**config.mk**
```make
export PLATFORM = sky130hd
export DESIGN_NAME = axis_fifo_s_frame_sink
export DESIGN_NICKNAME = d
export VERILOG_FILES = /design/src/rtl/axis_fifo_s_frame_sink.sv
export SDC_FILE = /design/constraint.sdc
export NUM_CORES = 1
export LEC_CHECK = 0
export CORE_MARGIN = 3
export CORE_UTILIZATION = 40
export CTS_CLUSTER_SIZE = 24
export DETAILED_ROUTE_END_ITERATION = 7
export PLACE_DENSITY = 0.83
export SETUP_SLACK_MARGIN = 0.02
export SLEW_MARGIN = 30
export SYNTH_ARGS = -nofsm -noshare
export SYNTH_HDL_FRONTEND = slang
export SYNTH_SLANG_ARGS = --single-unit
```
**constraint.sdc**
```tcl
create_clock -name s_axis_aclk -period 5.5 [get_ports s_axis_aclk]
set_clock_uncertainty 0.1 [all_clocks]
set_input_delay 0.55 -clock s_axis_aclk [delete_from_list [all_inputs] [get_ports s_axis_aclk]]
set_output_delay 0.55 -clock s_axis_aclk [all_outputs]
set_load 0.005 [all_outputs]
```
**src/rtl/axis_fifo_s_frame_sink.sv**
```systemverilog
// axis_fifo_s_frame_sink: AXI-Stream frame sink that checks frame length and writes beats into a FIFO through a one-deep slice
module axis_fifo_s_frame_sink #(
    parameter int C_S_AXIS_TDATA_WIDTH = 32,
    parameter int LENGTH_OF_FRAME      = 1024,
    parameter int CNT_WIDTH            = 16
) (
    input  logic                              s_axis_aclk,
    input  logic                              s_axis_aresetn,
    input  logic                              s_axis_tvalid,
    input  logic [C_S_AXIS_TDATA_WIDTH-1:0]   s_axis_tdata,
    input  logic [C_S_AXIS_TDATA_WIDTH/8-1:0] s_axis_tkeep,
    input  logic                              s_axis_tlast,
    output logic                              s_axis_tready,
    output logic [C_S_AXIS_TDATA_WIDTH-1:0]   fifo_din,
    output logic                              fifo_wr_en,
    input  logic                              fifo_full,
    output logic                              frame_done,
    output logic                              frame_err,
    output logic                              err_short,
    output logic                              err_long,
    output logic [CNT_WIDTH-1:0]              frame_cnt,
    output logic [CNT_WIDTH-1:0]              err_cnt
);
    localparam int BW = $clog2(LENGTH_OF_FRAME);
    typedef enum logic [1:0] {IDLE, RECV, DISCARD} state_t;
    state_t                          state_q, state_d;
    logic [BW-1:0]                   beat_cnt_q, beat_cnt_d;
    logic                            out_valid_q, out_valid_d;
    logic [C_S_AXIS_TDATA_WIDTH-1:0] out_data_q, out_data_d;
    logic                            done_q, done_d, err_q, err_d;
    logic                            err_short_q, err_short_d, err_long_q, err_long_d;
    logic [CNT_WIDTH-1:0]            frame_cnt_q, frame_cnt_d, err_cnt_q, err_cnt_d;
    logic                            accept, at_last, wr, good_hit, short_hit, long_hit;
    logic                            unused_ok;
    assign unused_ok = ^s_axis_tkeep;
    assign s_axis_tready = s_axis_aresetn & ((state_q == DISCARD) | ~out_valid_q | ~fifo_full);
    assign accept  = s_axis_tvalid & s_axis_tready;
    assign at_last = beat_cnt_q == BW'(LENGTH_OF_FRAME - 1);
    always_ff @(posedge s_axis_aclk or negedge s_axis_aresetn) begin
        if (!s_axis_aresetn) begin
            state_q     <= IDLE;
            beat_cnt_q  <= '0;
            out_valid_q <= 1'b0;
            out_data_q  <= '0;
            done_q      <= 1'b0;
            err_q       <= 1'b0;
            err_short_q <= 1'b0;
            err_long_q  <= 1'b0;
            frame_cnt_q <= '0;
            err_cnt_q   <= '0;
        end else begin
            state_q     <= state_d;
            beat_cnt_q  <= beat_cnt_d;
            out_valid_q <= out_valid_d;
            out_data_q  <= out_data_d;
            done_q      <= done_d;
            err_q       <= err_d;
            err_short_q <= err_short_d;
            err_long_q  <= err_long_d;
            frame_cnt_q <= frame_cnt_d;
            err_cnt_q   <= err_cnt_d;
        end
    end
    // beat_cnt holds the index of the next beat within the current frame
    always_comb begin
        state_d    = state_q;
        beat_cnt_d = beat_cnt_q;
        if (accept) begin
            case (state_q)
                IDLE: begin
                    state_d    = s_axis_tlast ? IDLE : RECV;
                    beat_cnt_d = s_axis_tlast ? '0 : BW'(1);
                end
                RECV: begin
                    state_d    = s_axis_tlast ? IDLE : (at_last ? DISCARD : RECV);
                    beat_cnt_d = (s_axis_tlast | at_last) ? '0 : beat_cnt_q + BW'(1);
                end
                default: begin
                    state_d    = s_axis_tlast ? IDLE : DISCARD;
                    beat_cnt_d = '0;
                end
            endcase
        end
    end
    always_comb begin
        wr          = accept & (state_q != DISCARD);
        good_hit    = accept & s_axis_tlast & (state_q == RECV) & at_last;
        short_hit   = accept & s_axis_tlast & ((state_q == IDLE) | ((state_q == RECV) & ~at_last));
        long_hit    = accept & ~s_axis_tlast & (state_q == RECV) & at_last;
        out_valid_d = wr | (out_valid_q & fifo_full);
        out_data_d  = wr ? s_axis_tdata : out_data_q;
        done_d      = good_hit;
        err_d       = short_hit | long_hit;
        err_short_d = err_short_q | short_hit;
        err_long_d  = err_long_q | long_hit;
        frame_cnt_d = frame_cnt_q + CNT_WIDTH'(good_hit);
        err_cnt_d   = (err_d & ~&err_cnt_q) ? err_cnt_q + CNT_WIDTH'(1) : err_cnt_q;
    end
    assign fifo_wr_en = out_valid_q;
    assign fifo_din   = out_data_q;
    assign frame_done = done_q;
    assign frame_err  = err_q;
    assign err_short  = err_short_q;
    assign err_long   = err_long_q;
    assign frame_cnt  = frame_cnt_q;
    assign err_cnt    = err_cnt_q;
endmodule

```
# ---- Word level (Yosys, flattened, before mapping)
# Index checks and enable logic that the tools add are counted.
dict set report word_totals {
  register_bits 81
  in_bits 41
  output_inout_bits 70
  wordCells 53
}
dict set report op_classes {
  add_sub_neg 3
  n_eq_ne 4
  mux 8
  bitwise_logic 25
  reduce_logical 3
}
# cell n
set ops {}
lappend ops {{one-hot mux 10 bit (2 select lines)} 1}
lappend ops {{adder 16 x 1 -> 16 bit} 1}
lappend ops {{adder 16 x 1 -> 16 bit, second input constant} 1}
lappend ops {{AND reduction 16 bit} 1}
lappend ops {{AND 1 bit} 13}
lappend ops {{adder 10 x 1 -> 10 bit, second input constant} 1}
lappend ops {{== test 10 bit, second input constant} 1}
lappend ops {{two-way mux 10 bit} 1}
lappend ops {{OR 1 bit} 8}
lappend ops {{two-way mux 2 bit} 3}
lappend ops {{NOT 1 bit} 4}
lappend ops {{one-hot mux 2 bit (2 select lines)} 1}
lappend ops {{== test 2 x 1 -> 1 bit, second input constant} 1}
lappend ops {{== test 2 bit, second input constant} 1}
lappend ops {{logical NOT 2 bit} 1}
lappend ops {{two-way mux 1 bit} 2}
lappend ops {{!= test 2 bit, second input constant} 1}
lappend ops {{logical NOT 1 bit} 1}

# ---- Depth between registers and ports, before layout
dict set report logic_depth {
  ltp_word 10
  ltp_mapped 12
  mapped_depth_nobuf 11
}

# ---- Worst setup path after synthesis
# No wires, ideal clock.
dict set report synth_path {
  path_kind {reg-to-reg}
  start {reg beat_cnt_q[0]}
  end {reg frame_cnt_q[15], in the netlist frame_cnt[15]}
  setup_time_ns 0.123
  t_arrival_ns 2.447
  required_ns 5.277
  setup_slack_ns 2.830
  stages_incl_launch_ff 13
  path_buffers 1
  period_less_slack_ns 2.670
  path_cell_list {dfrtp_1 ha_1 nand3_2 nor2_1 nand4_1 nor2_1 ha_1 nand4_1 nor2_1 and3_1 clkbuf_1 nand4_1 xnor2_1}
}
dict set report synth_via {
  elab_chain_len 3
}
# item line_no
set synth_lines {}
lappend synth_lines {{start, declared} 27} ;# logic [BW-1:0] beat_cnt_q, beat_cnt_d;
lappend synth_lines {{start signal, assigned} 53} ;# beat_cnt_q <= beat_cnt_d;
lappend synth_lines {{== test 10 bit} 38} ;# assign at_last = beat_cnt_q == BW'(LENGTH_OF_FRAME - 1);
lappend synth_lines {{AND 1 bit} 87} ;# good_hit = accept & s_axis_tlast & (state_q == RECV) & at_last;
lappend synth_lines {{via done_d} 30} ;# logic done_q, done_d, err_q, err_d;
lappend synth_lines {{adder 16 x 1 -> 16 bit} 96} ;# frame_cnt_d = frame_cnt_q + CNT_WIDTH'(good_hit);
lappend synth_lines {{via frame_cnt_d[15]} 32} ;# logic [CNT_WIDTH-1:0] frame_cnt_q, frame_cnt_d, err_cnt_q, err_cnt_d;
lappend synth_lines {{end signal, assigned} 60} ;# frame_cnt_q <= frame_cnt_d;
lappend synth_lines {{end, declared} 32}
# The timed path passes the listed nets, and every way through them passes these cells.
# A chain may end at the register's enable or synchronous reset.

# ---- Worst setup path after layout
# Ends and elaborated chain as after synthesis.

==> metrics.txt <==
# TYPE chip_impl_metric gauge
chip_impl_metric{name="ys_seq_elements",unit=""} 81
chip_impl_metric{name="clk_transition_reported_paths",unit="ns"} 0.08
chip_impl_metric{name="via_count_of_the_first_global_routing_pass",unit=""} 2718
chip_impl_metric{name="antenna-diode-count",unit=""} 0
chip_impl_metric{name="htree_levels",unit=""} 3
chip_impl_metric{name="route.detailed.drc",unit=""} 0
chip_impl_metric{name="setup-violations-final",unit=""} 0
chip_impl_metric{name="maxCapViolations",unit=""} 0
chip_impl_metric{name="avgRoutedWirePerCell",unit="um"} 15.3
chip_impl_metric{name="worst_r2r_path_depth",unit=""} 11
chip_impl_metric{name="timing.critical_path.required",unit="ns"} 5.63
chip_impl_metric{name="finish.net_count",unit=""} 439
chip_impl_info{name="run_status",value="completed"} 1
chip_impl_metric{name="die_h",unit="um"} 99.6
chip_impl_info{name="worstSetupEndpointType",value="flip-flop"} 1
chip_impl_metric{name="final_hold_viol_count",unit=""} 0
chip_impl_info{name="layout.cells.most_common",value="sky130_fd_sc_hd__clkdlybuf4s50_1"} 1
chip_impl_metric{name="dpl.hpwl",unit="um"} 5650
chip_impl_info{name="tritoncts",value="built"} 1
chip_impl_metric{name="synthToLayoutAreaGrowth",unit="%"} 39.9
chip_impl_metric{name="fp.coreArea",unit="mm^2"} 0.00834
chip_impl_metric{name="ir_worst_vdd",unit="uV"} 117
chip_impl_info{name="crit_path_start_kind",value="flip-flop"} 1
chip_impl_metric{name="worst_ep_arrival_time",unit="ns"} 3.09
chip_impl_metric{name="grtUsageTotal",unit=""} 0.164
chip_impl_metric{name="total_grt_overflow",unit=""} 0
chip_impl_metric{name="max_slew.worst_pin.slew",unit="ns"} 0.752
chip_impl_metric{name="syn-mean-instance-area",unit="um^2"} 12.5
chip_impl_metric{name="drt_iter0_drc",unit=""} 69
chip_impl_metric{name="cts_inserted_buffers",unit=""} 9
chip_impl_metric{name="worst_slack",unit="ns"} 2.54
chip_impl_metric{name="final.period_utilization",unit=""} 0.538
chip_impl_metric{name="drt_wl_total",unit="um"} 7720
chip_impl_metric{name="timing.final.max_slew_violations",unit=""} 0
chip_impl_metric{name="synth-seq-area-share",unit=""} 0.579
chip_impl_metric{name="clkLatencyLatePin",unit="ns"} 0.34
chip_impl_metric{name="cts_hold_repair.buffers",unit=""} 0
chip_impl_metric{name="min_period",unit="ns"} 2.96
chip_impl_metric{name="ys_warn_count",unit=""} 0
chip_impl_info{name="hold_path_class",value="in2async"} 1
chip_impl_info{name="clockRootBuffer",value="sky130_fd_sc_hd__clkbuf_8"} 1
chip_impl_info{name="critical_path.cell_chain",value="ha_1 > nand3_2 > nor2_1 > nand4_1 > nor2_1 > ha_1 > nand4_1 > nor2_1 > and3_1 > nand4_1 > xnor2_1"} 1
chip_impl_metric{name="p_total",unit="W"} 0.00143
chip_impl_metric{name="post-cts-setup-buffers",unit=""} 0
chip_impl_metric{name="design.die.area",unit="mm^2"} 0.00991
chip_impl_metric{name="cellLeakagePower",unit="nW"} 2.12
chip_impl_info{name="regToRegStartpoint",value="beat_cnt_q[0]"} 1
chip_impl_metric{name="synth_area",unit="mm^2"} 0.00350
chip_impl_info{name="grt_setup_unrepaired",value="no"} 1
chip_impl_metric{name="cts_resized",unit=""} 0
chip_impl_metric{name="placement.setup.worst_slack",unit="ns"} 2.41
chip_impl_metric{name="syn_inst",unit=""} 280
chip_impl_metric{name="antenna_found_initial",unit=""} 0
chip_impl_metric{name="drt_pass1_iterations",unit=""} 4
chip_impl_metric{name="num_vias",unit=""} 2572
chip_impl_metric{name="fin_tns_setup",unit="ns"} 0
chip_impl_info{name="crit-reg2reg-capture",value="frame_cnt[15]"} 1
chip_impl_metric{name="tritoncts_num_sinks",unit=""} 81
chip_impl_metric{name="gp_routability_congestion",unit=""} 0.852
chip_impl_metric{name="worst-r2r-setup-slack",unit="ns"} 2.54
chip_impl_info{name="timing.setup.critical_path_class",value="reg2reg"} 1
chip_impl_metric{name="cts_max_path_buffers",unit=""} 2
chip_impl_metric{name="worst_slew_margin_rel",unit=""} 0.497
chip_impl_metric{name="first_pass_grt_wire_length",unit="um"} 13000
chip_impl_metric{name="synth.distinct_cells",unit=""} 38
chip_impl_metric{name="postSynthNetCount",unit=""} 325
chip_impl_info{name="most-common-layout-cells",value="sky130_fd_sc_hd__clkdlybuf4s50_1, sky130_fd_sc_hd__dfrtp_1, sky130_fd_sc_hd__mux2_2"} 1
chip_impl_metric{name="share_of_final_layout_standard_cells_stronger_than_drive_strength_1",unit=""} 0.153
chip_impl_metric{name="path_max_fanout",unit=""} 5
chip_impl_metric{name="fmaxAchievable",unit="GHz"} 0.338
chip_impl_metric{name="power.density_cell_area",unit="mW/mm^2"} 292
chip_impl_metric{name="avgViaCountPerCell",unit=""} 5.10
chip_impl_metric{name="die_w",unit="um"} 99.6
chip_impl_metric{name="critPathMaxStageDelay",unit="ns"} 0.41
chip_impl_metric{name="top_level_ports",unit=""} 111
chip_impl_info{name="cpMaxStageDelayCell",value="sky130_fd_sc_hd__dfrtp_1"} 1
chip_impl_metric{name="fill_cells",unit=""} 711
chip_impl_metric{name="floorplan.initialDensity",unit=""} 0.420
chip_impl_metric{name="num_rows",unit=""} 33
chip_impl_metric{name="ant_nets",unit=""} 0
chip_impl_metric{name="portBuffers",unit=""} 106
chip_impl_metric{name="grt_start_max_net_pins",unit=""} 49
chip_impl_metric{name="finalHoldWorstSlack",unit="ns"} 0.0451
-- worst max path at each step --
stage / from / to / slack, ns / cells past startpoint
finish: beat_cnt_q[0] / frame_cnt[15] / 2.54 / 11
global route: beat_cnt_q[0] / frame_cnt[15] / 2.20 / 11
CTS: beat_cnt_q[0] / frame_cnt[15] / 2.53 / 11
detailed placement: s_axis_aresetn / frame_cnt[15] / 2.41 / 10
global placement: s_axis_aresetn / frame_cnt[15] / 2.45 / 10
floorplan: beat_cnt_q[0] / frame_cnt[15] / 2.83 / 12
-- where the power goes --
group	switching (W)	leakage (nW)	internal [W]
Clock	0.000221	0.0985	0.000223
Sequential	0.0000525	1.04	0.000660
Combinational	0.0000915	0.978	0.000186
-- state kept, by name, indices dropped and copies added, names as in the netlist, 2 cells and up --
| register | flops |
|---|---|
| fifo_din | 32 |
| err_cnt | 16 |
| frame_cnt | 16 |
| beat_cnt_q | 10 |
| state_q | 2 |
-- final cells by class --
class,instances,area (um^2),area share
inverters,1,3.75,0.000766
flip-flops and latches,81,2030,0.414
clock buffers,10,138,0.0281
repair buffers,108,1090,0.223
multi-input cells,193,1440,0.294
clock inverters,6,67.6,0.0138
well taps,105,131,0.0268
-- worst max-delay path, delay by kind of cell (launching register included) --
family        cells  cell delay, ns
fa+ha+maj         2            0.48
xor+xnor          1            0.14
simple gates      8            1.72
flops             1            0.41
-- stage by stage --
| stage | cells | util | area, um^2 |
|---|---|---|---|
| after detailed placement | 487 | 0.560 | 4670 |
| after global routing | 504 | 0.588 | 4900 |
| final | 504 | 0.588 | 4900 |
| after global placement | 487 | 0.560 | 4670 |
| after floorplan | 280 | - | 3500 |
| after CTS | 503 | 0.584 | 4870 |
-- synthesized netlist by cell type --
master                       n  area share
sky130_fd_sc_hd__xor2_1     18       0.045
sky130_fd_sc_hd__clkbuf_1    1      0.0011
sky130_fd_sc_hd__mux2_1      4       0.013
sky130_fd_sc_hd__o21ai_2     1      0.0025
sky130_fd_sc_hd__a31oi_1     2      0.0036
sky130_fd_sc_hd__buf_2       3      0.0043
sky130_fd_sc_hd__nor2_2      1      0.0018
sky130_fd_sc_hd__nor2b_1     1      0.0018
sky130_fd_sc_hd__nor4_4      1      0.0061
sky130_fd_sc_hd__nor2_4      1      0.0032
sky130_fd_sc_hd__mux2_4      2      0.0086
sky130_fd_sc_hd__inv_2       1      0.0011
sky130_fd_sc_hd__nor3b_1     3      0.0064
sky130_fd_sc_hd__a21oi_1     3      0.0043
sky130_fd_sc_hd__o21ai_0     6      0.0086
sky130_fd_sc_hd__nand3_1    16       0.023
sky130_fd_sc_hd__nor2_1     18       0.019
sky130_fd_sc_hd__nand3_2     1      0.0029
sky130_fd_sc_hd__and4_1      2      0.0050
sky130_fd_sc_hd__xnor2_1    17       0.043
sky130_fd_sc_hd__nand2_1    26       0.028
sky130_fd_sc_hd__o2111a_1    1      0.0032
sky130_fd_sc_hd__nor3_1      4      0.0057
sky130_fd_sc_hd__a21boi_0    1      0.0021
sky130_fd_sc_hd__nor4_2      2      0.0071
sky130_fd_sc_hd__o21bai_1    2      0.0043
sky130_fd_sc_hd__and2_1      3      0.0054
sky130_fd_sc_hd__nand4_1    12       0.021
sky130_fd_sc_hd__and3_1      7       0.013
sky130_fd_sc_hd__nor4b_2     1      0.0043
sky130_fd_sc_hd__dfrtp_1    81        0.58
sky130_fd_sc_hd__mux2_2     29       0.093
sky130_fd_sc_hd__nand4b_1    1      0.0025
sky130_fd_sc_hd__nand2b_1    1      0.0018
sky130_fd_sc_hd__nand2_4     1      0.0032
sky130_fd_sc_hd__ha_1        4       0.014
sky130_fd_sc_hd__buf_12      1      0.0057
sky130_fd_sc_hd__a2111oi_1   1      0.0029
-- metal layers --
metal / vias to the layer above / wire length [um] / GRT usage
met2: 71 / 3960 / 0.278
met4: 0 / 119 / 0.0672
li1: 1208 / - / -
met3: 13 / 403 / 0.0330
met1: 1280 / 3240 / 0.206
met5: - / 0 / 0
-- cell families after synthesis --
logic type / count (synthesis) / share of synthesized area
simple gates: 102 / 0.161
fa+ha+maj: 4 / 0.0143
xor+xnor: 35 / 0.0875
mux: 35 / 0.115
buf+inv: 6 / 0.0121
compound gates: 17 / 0.0314
flops: 81 / 0.579
(Power assumes the default switching activity.)
